===== src/rtl/seq_signed_div.sv =====
`timescale 1ns/1ps
// seq_signed_div: multi-cycle signed divider using restoring shift-subtract
// on operand magnitudes, followed by a sign fix-up cycle.
// Ports:
//   clk_i, rst_n_i            clock, asynchronous active-low reset
//   valid_i / ready_o         operand handshake (ready_o high only in IDLE)
//   dividend_i, divisor_i     signed two's-complement operands
//   valid_o / ready_i         result handshake (result held until ready_i)
//   quotient_o, remainder_o   signed results, truncation toward zero
//   div_by_zero_o, overflow_o special-case flags for the held result
module seq_signed_div #(
    parameter int unsigned DATA_IN_W = 16
) (
    input  logic                 clk_i,
    input  logic                 rst_n_i,
    input  logic                 valid_i,
    output logic                 ready_o,
    input  logic [DATA_IN_W-1:0] dividend_i,
    input  logic [DATA_IN_W-1:0] divisor_i,
    output logic                 valid_o,
    input  logic                 ready_i,
    output logic [DATA_IN_W-1:0] quotient_o,
    output logic [DATA_IN_W-1:0] remainder_o,
    output logic                 div_by_zero_o,
    output logic                 overflow_o
);

    localparam int unsigned W     = DATA_IN_W;
    localparam int unsigned CNT_W = $clog2(DATA_IN_W) + 1;
    localparam logic [W-1:0] MIN_NEG = {1'b1, {(W-1){1'b0}}};

    typedef enum logic [1:0] {IDLE, CALC, FIX, DONE} state_t;

    state_t           state_q, state_d;
    logic [CNT_W-1:0] cnt_q, cnt_d;
    logic [W:0]       rem_q, rem_d;
    logic [W-1:0]     quo_q, quo_d;
    logic [W-1:0]     dmag_q, dmag_d;
    logic [W-1:0]     dvd_q, dvd_d;
    logic             dvd_neg_q, dvd_neg_d;
    logic             dsr_neg_q, dsr_neg_d;
    logic             dbz_q, dbz_d;
    logic             ovf_q, ovf_d;
    logic             ready_q, ready_d;
    logic             valid_q, valid_d;
    logic [W-1:0]     quot_out_q, quot_out_d;
    logic [W-1:0]     rem_out_q, rem_out_d;
    logic             dbz_out_q, dbz_out_d;
    logic             ovf_out_q, ovf_out_d;

    // Restoring step datapath: shift in next dividend bit, trial-subtract.
    logic [W:0] shifted;
    logic [W:0] diff;
    logic       fits;
    logic [W-1:0] abs_dvd;
    logic [W-1:0] abs_dsr;

    always_comb begin
        shifted = (W+1)'({rem_q, quo_q[W-1]});
        diff    = shifted - {1'b0, dmag_q};
        fits    = (shifted >= {1'b0, dmag_q});
        abs_dvd = dividend_i[W-1] ? (~dividend_i + W'(1)) : dividend_i;
        abs_dsr = divisor_i[W-1]  ? (~divisor_i  + W'(1)) : divisor_i;
    end

    // Next-state and datapath control.
    always_comb begin
        state_d    = state_q;
        cnt_d      = cnt_q;
        rem_d      = rem_q;
        quo_d      = quo_q;
        dmag_d     = dmag_q;
        dvd_d      = dvd_q;
        dvd_neg_d  = dvd_neg_q;
        dsr_neg_d  = dsr_neg_q;
        dbz_d      = dbz_q;
        ovf_d      = ovf_q;
        ready_d    = ready_q;
        valid_d    = valid_q;
        quot_out_d = quot_out_q;
        rem_out_d  = rem_out_q;
        dbz_out_d  = dbz_out_q;
        ovf_out_d  = ovf_out_q;

        unique case (state_q)
            IDLE: begin
                if (valid_i) begin
                    dvd_d     = dividend_i;
                    dvd_neg_d = dividend_i[W-1];
                    dsr_neg_d = divisor_i[W-1];
                    quo_d     = abs_dvd;
                    dmag_d    = abs_dsr;
                    rem_d     = '0;
                    cnt_d     = CNT_W'(W - 1);
                    dbz_d     = (divisor_i == '0);
                    ovf_d     = (dividend_i == MIN_NEG) && (divisor_i == '1);
                    ready_d   = 1'b0;
                    state_d   = CALC;
                end
            end
            CALC: begin
                // The counter runs W-1 down to 0 (one quotient bit each);
                // the underflow cycle that follows fixes total latency at W+2.
                if (cnt_q[CNT_W-1]) begin
                    state_d = FIX;
                end else begin
                    rem_d   = fits ? diff : shifted;
                    quo_d   = {quo_q[W-2:0], fits};
                    cnt_d   = cnt_q - CNT_W'(1);
                end
            end
            FIX: begin
                valid_d   = 1'b1;
                dbz_out_d = dbz_q;
                ovf_out_d = ovf_q;
                if (dbz_q) begin
                    quot_out_d = '1;
                    rem_out_d  = dvd_q;
                end else if (ovf_q) begin
                    quot_out_d = MIN_NEG;
                    rem_out_d  = '0;
                end else begin
                    quot_out_d = (dvd_neg_q ^ dsr_neg_q) ? (~quo_q + W'(1)) : quo_q;
                    rem_out_d  = dvd_neg_q ? (~rem_q[W-1:0] + W'(1)) : rem_q[W-1:0];
                end
                state_d = DONE;
            end
            DONE: begin
                if (ready_i) begin
                    valid_d = 1'b0;
                    ready_d = 1'b1;
                    state_d = IDLE;
                end
            end
            default: state_d = IDLE;
        endcase
    end

    // State and output registers.
    always_ff @(posedge clk_i or negedge rst_n_i) begin
        if (!rst_n_i) begin
            state_q    <= IDLE;
            cnt_q      <= '0;
            rem_q      <= '0;
            quo_q      <= '0;
            dmag_q     <= '0;
            dvd_q      <= '0;
            dvd_neg_q  <= 1'b0;
            dsr_neg_q  <= 1'b0;
            dbz_q      <= 1'b0;
            ovf_q      <= 1'b0;
            ready_q    <= 1'b1;
            valid_q    <= 1'b0;
            quot_out_q <= '0;
            rem_out_q  <= '0;
            dbz_out_q  <= 1'b0;
            ovf_out_q  <= 1'b0;
        end else begin
            state_q    <= state_d;
            cnt_q      <= cnt_d;
            rem_q      <= rem_d;
            quo_q      <= quo_d;
            dmag_q     <= dmag_d;
            dvd_q      <= dvd_d;
            dvd_neg_q  <= dvd_neg_d;
            dsr_neg_q  <= dsr_neg_d;
            dbz_q      <= dbz_d;
            ovf_q      <= ovf_d;
            ready_q    <= ready_d;
            valid_q    <= valid_d;
            quot_out_q <= quot_out_d;
            rem_out_q  <= rem_out_d;
            dbz_out_q  <= dbz_out_d;
            ovf_out_q  <= ovf_out_d;
        end
    end

    assign ready_o       = ready_q;
    assign valid_o       = valid_q;
    assign quotient_o    = quot_out_q;
    assign remainder_o   = rem_out_q;
    assign div_by_zero_o = dbz_out_q;
    assign overflow_o    = ovf_out_q;

endmodule


===== config.mk =====
export PLATFORM = sky130hd
export DESIGN_NAME = seq_signed_div
export DESIGN_NICKNAME = d
export VERILOG_FILES = /design/src/rtl/seq_signed_div.sv
export SDC_FILE = /design/constraint.sdc
export NUM_CORES = 1
export LEC_CHECK = 0
export BUFFER_PORTS_ARGS = -buffer_cell sky130_fd_sc_hd__buf_2
export CORE_ASPECT_RATIO = 0.9
export CORE_MARGIN = 2
export CORE_UTILIZATION = 59
export DETAILED_ROUTE_END_ITERATION = 10
export HOLD_SLACK_MARGIN = 0.08
export PLACE_DENSITY = 0.8
export RECOVER_POWER = 25
export SETUP_SLACK_MARGIN = 0.1
export SLEW_MARGIN = 40
export SYNTH_ARGS = -nofsm -noshare
export SYNTH_HDL_FRONTEND = slang
export SYNTH_SLANG_ARGS = --single-unit
export TNS_END_PERCENT = 1

===== constraint.sdc =====
create_clock -name clk_i -period 3.1 [get_ports clk_i]
set_input_delay 0.155 -clock clk_i [delete_from_list [all_inputs] [get_ports clk_i]]
set_output_delay 0.155 -clock clk_i [all_outputs]
set_load 0.05 [all_outputs]

==> results.toml <==
[placement]
gp_routability_congestion = 1.01
place_area_um2 = 7290
dp_hpwl_um = 12900
portBuffers = 71

[clocking]
numClockSinks = 110
cts_buffers = 9
cts_tree = "yes"
clk_pin_slew_worst_paths_ps = 70
h-tree-depth = 3
clockBufferDepth = 2
root_buffer = "clkbuf_16"
worstSkewPairLatency_ps = 370

[setup_path]
end_kind = "flip-flop"
critPathRequiredTime_ps = 3370
cp.arrival_ps = 3000
startpoint = "quo_q[15]"
critical_path.startpoint_type = "flip-flop"
r2r-start = "quo_q[15]"
crit_type = "reg2reg"
cp_max_fo = 4

[route]
vias = 6001
wl_per_cell_um = 17.6
drt_pass1_iterations = 5
dr.first_iter.drc_count = 791
antenna_left = 0
vias_per_cell = 6.01
drt_wl_total_um = 17500
drc_errors = 0

[floorplanning]
fp.dieH_um = 106
rows = 37
dieArea_um2 = 12400
coreArea_um2 = 11300
io_pins = 72
start_util_pct = 60.0
chipWidth_um = 117

[finish]
drive_gt1_share_pct = 13.4
fill_cells = 924
final_util_pct = 67.4
final_nets = 902
multi_input_area_um2 = 3730
antenna-diode-count = 0
fin_area_um2 = 7650
regArea_um2 = 2750
area_delta_synth_final_pct = 12.3

[grt]
antenna_found_initial = 0
gr-usage-all-layers_pct = 29.6
grt_max_degree = 62
grt_pass1_vias = 5660
overflow = 0
grt_pass1_wl_um = 28600

[sta]
fin_crit_ps = 2730
tightest_slew_ps = 1270
rsz0062_at_grt = "no"
finalSetupViolCount = 0
max_freq_mhz = 367
finalCritPeriodShare_pct = 87.9
slew_viol_final = 0
tns_ps = 0
max_slew_margin_pct = 15.3
finClkSkew_ps = 14.3
final_hold_viol_count = 0

[power]
p_leak_uw = 0.00342
cellPowerDensity_nw_per_um2 = 1190
irDropWorstVdd_mv = 0.737

[synthesis]
synth_edf_count = 0
yosys_most_used_dff = "dfrtp_1"
avgSynthCellArea_um2 = 8.70
syn_nets = 847
syn_inst = 783
synth_seq_cells = 110
yosys.cell_types.count = 59
yosys_warnings = 0
ys_seq_area_share_pct = 40.4
ys_async_sr_fraction_pct = 100
syn-cell-area_um2 = 6810

[hold_path]
hp-start = "dividend_i[5]"
hold_path_class = "in2reg"

[flow_run]
max_cap_viol_count = 0

[status]
status = "finished, final reports clean"
==> layout by cell type (no fill, tap or decap), drive strengths merged, types with 7 or more instances in the layout <==
cell type / synthesis / routed
nor4: 9 / 9
mux2i: 9 / 9
a22oi: 8 / 8
dfrtp: 109 / 109
a31oi: 8 / 8
clkbuf: 33 / 25
nor3: 16 / 16
o31ai: 11 / 11
a32oi: 7 / 7
xor2: 30 / 30
o21ai: 71 / 71
ha: 27 / 27
nand3: 32 / 32
nand4: 7 / 7
inv: 37 / 40
buf: 12 / 68
nand2: 95 / 95
nor2: 63 / 63
mux2: 17 / 17
o22a: 8 / 8
a21oi: 73 / 73
xnor2: 36 / 36
==> flip-flops by register name (all words and copies together) (netlist names) <==
register	count
state_q	2
dbz_q	1
ovf_q	1
ready_o	1
overflow_o	1
remainder_o	16
quo_q	16
rem_q	16
valid_o	1
dvd_q	16
quotient_o	16
cnt_q	5
dmag_q	16
div_by_zero_o	1
dsr_neg_q	1
==> kinds of logic (layout without fill, tap and decap cells) <==
| kind of cell | Yosys count | after routing | synth area share, % |
|---|---|---|---|
| AO/OA/AOI/OAI | 226 | 226 | 20.8 |
| AND/OR/NAND/NOR | 245 | 245 | 16.0 |
| XOR/XNOR | 66 | 66 | 8.49 |
| buffers and inverters | 82 | 142 | 4.89 |
| adder cells (fa/ha/maj) | 28 | 28 | 5.26 |
| multiplexers | 26 | 26 | 4.13 |
| flip-flops | 110 | 110 | 40.4 |
==> worst paths after layout <==
| check | end | slack, ps | cells after the start |
|---|---|---|---|
| setup / recovery | rem_q[14] | 370 | 11 |
| hold / removal | dvd_q[5] | 110 | 2 |
| setup reg to reg | rem_q[14] | 370 | 11 |
| hold reg to reg | dmag_q[14] | 480 | 2 |
| max in group asynchronous | ready_o | 1550 | 3 |
| min in group asynchronous | rem_q[5] | 600 | 2 |
==> layer usage <==
metal,GRT usage [%],part of all wire (%)
met4,7.31,1.6
met3,9.01,8.9
met1,43.2,44
met5,0,0
met2,43.2,45
==> cell usage after synthesis, types with 3 or more instances <==
| cell type | instances | share of area, % |
|---|---|---|
| dfrtp_1 | 109 | 40 |
| nand2_1 | 95 | 5.2 |
| a21oi_1 | 73 | 5.4 |
| o21ai_0 | 67 | 4.9 |
| nor2_1 | 63 | 3.5 |
| inv_1 | 37 | 2.0 |
| xnor2_1 | 36 | 4.6 |
| clkbuf_1 | 33 | 1.8 |
| nand3_1 | 32 | 2.4 |
| xor2_1 | 30 | 3.9 |
| ha_1 | 27 | 5.0 |
| mux2_2 | 17 | 2.8 |
| nor3_1 | 16 | 1.2 |
| o31ai_1 | 11 | 1.2 |
| mux2i_1 | 9 | 1.3 |
| nor4_1 | 9 | 0.83 |
| a22oi_1 | 8 | 0.88 |
| a31oi_1 | 8 | 0.74 |
| o22a_1 | 8 | 1.0 |
| a32oi_1 | 7 | 0.90 |
| buf_1 | 7 | 0.39 |
| nand4_1 | 7 | 0.64 |
| a21o_1 | 5 | 0.55 |
| nand2b_1 | 5 | 0.46 |
| nor2b_1 | 5 | 0.46 |
| o41ai_1 | 5 | 0.64 |
| o21a_1 | 4 | 0.44 |
| o311ai_0 | 4 | 0.51 |
| o21ai_1 | 3 | 0.22 |
| or3_1 | 3 | 0.28 |
==> metrics by stage <==
| step | worst slack (ps) | hold WS (ps) | power, uW | cells |
|---|---|---|---|---|
| 6_report | 374 | 109 | 9130 | 999 |
| 3_5_place_dp | 391 | 226 | 7820 | 977 |
| 4_1_cts | 402 | 102 | 9100 | 999 |
| 3_3_place_gp | 488 | 224 | 7670 | 977 |
| 2_1_floorplan | 682 | -141 | 6580 | 783 |
| 5_1_grt | 187 | 109 | 9780 | 999 |
==> report_power, final <==
| part | internal [uW] | switching, uW |
|---|---|---|
| Clock | 664 | 575 |
| Sequential | 2060 | 522 |
| Combinational | 1860 | 3440 |
==> what timing repair did <==
item,CTS,global route
gates resized for setup,0,0
buffers inserted,0,0
hold buffers,6,0
endpoints found under the hold margin,54,0
==> final cells by class <==
cell class                 count  area share [%]
timing repair buffer          89            6.71
clock buffer                  10            3.12
sequential                   110            36.0
multi-input combinational    591            48.8
tap                          156            2.55
inverter                      37            1.82
clock inverter                 6           0.998
==> worst max-delay path: stages, from the launching register on <==
cell and delay (ps):
dfrtp_1 400, inv_1 100, ha_1 190, inv_1 70, fa_1 410, a211oi_1 430
o21bai_1 140, a21oi_1 260, o21ba_2 200, o21ai_0 100, xnor2_1 140, o31ai_1 190
Note: power is estimated with default switching activity, not from simulation.
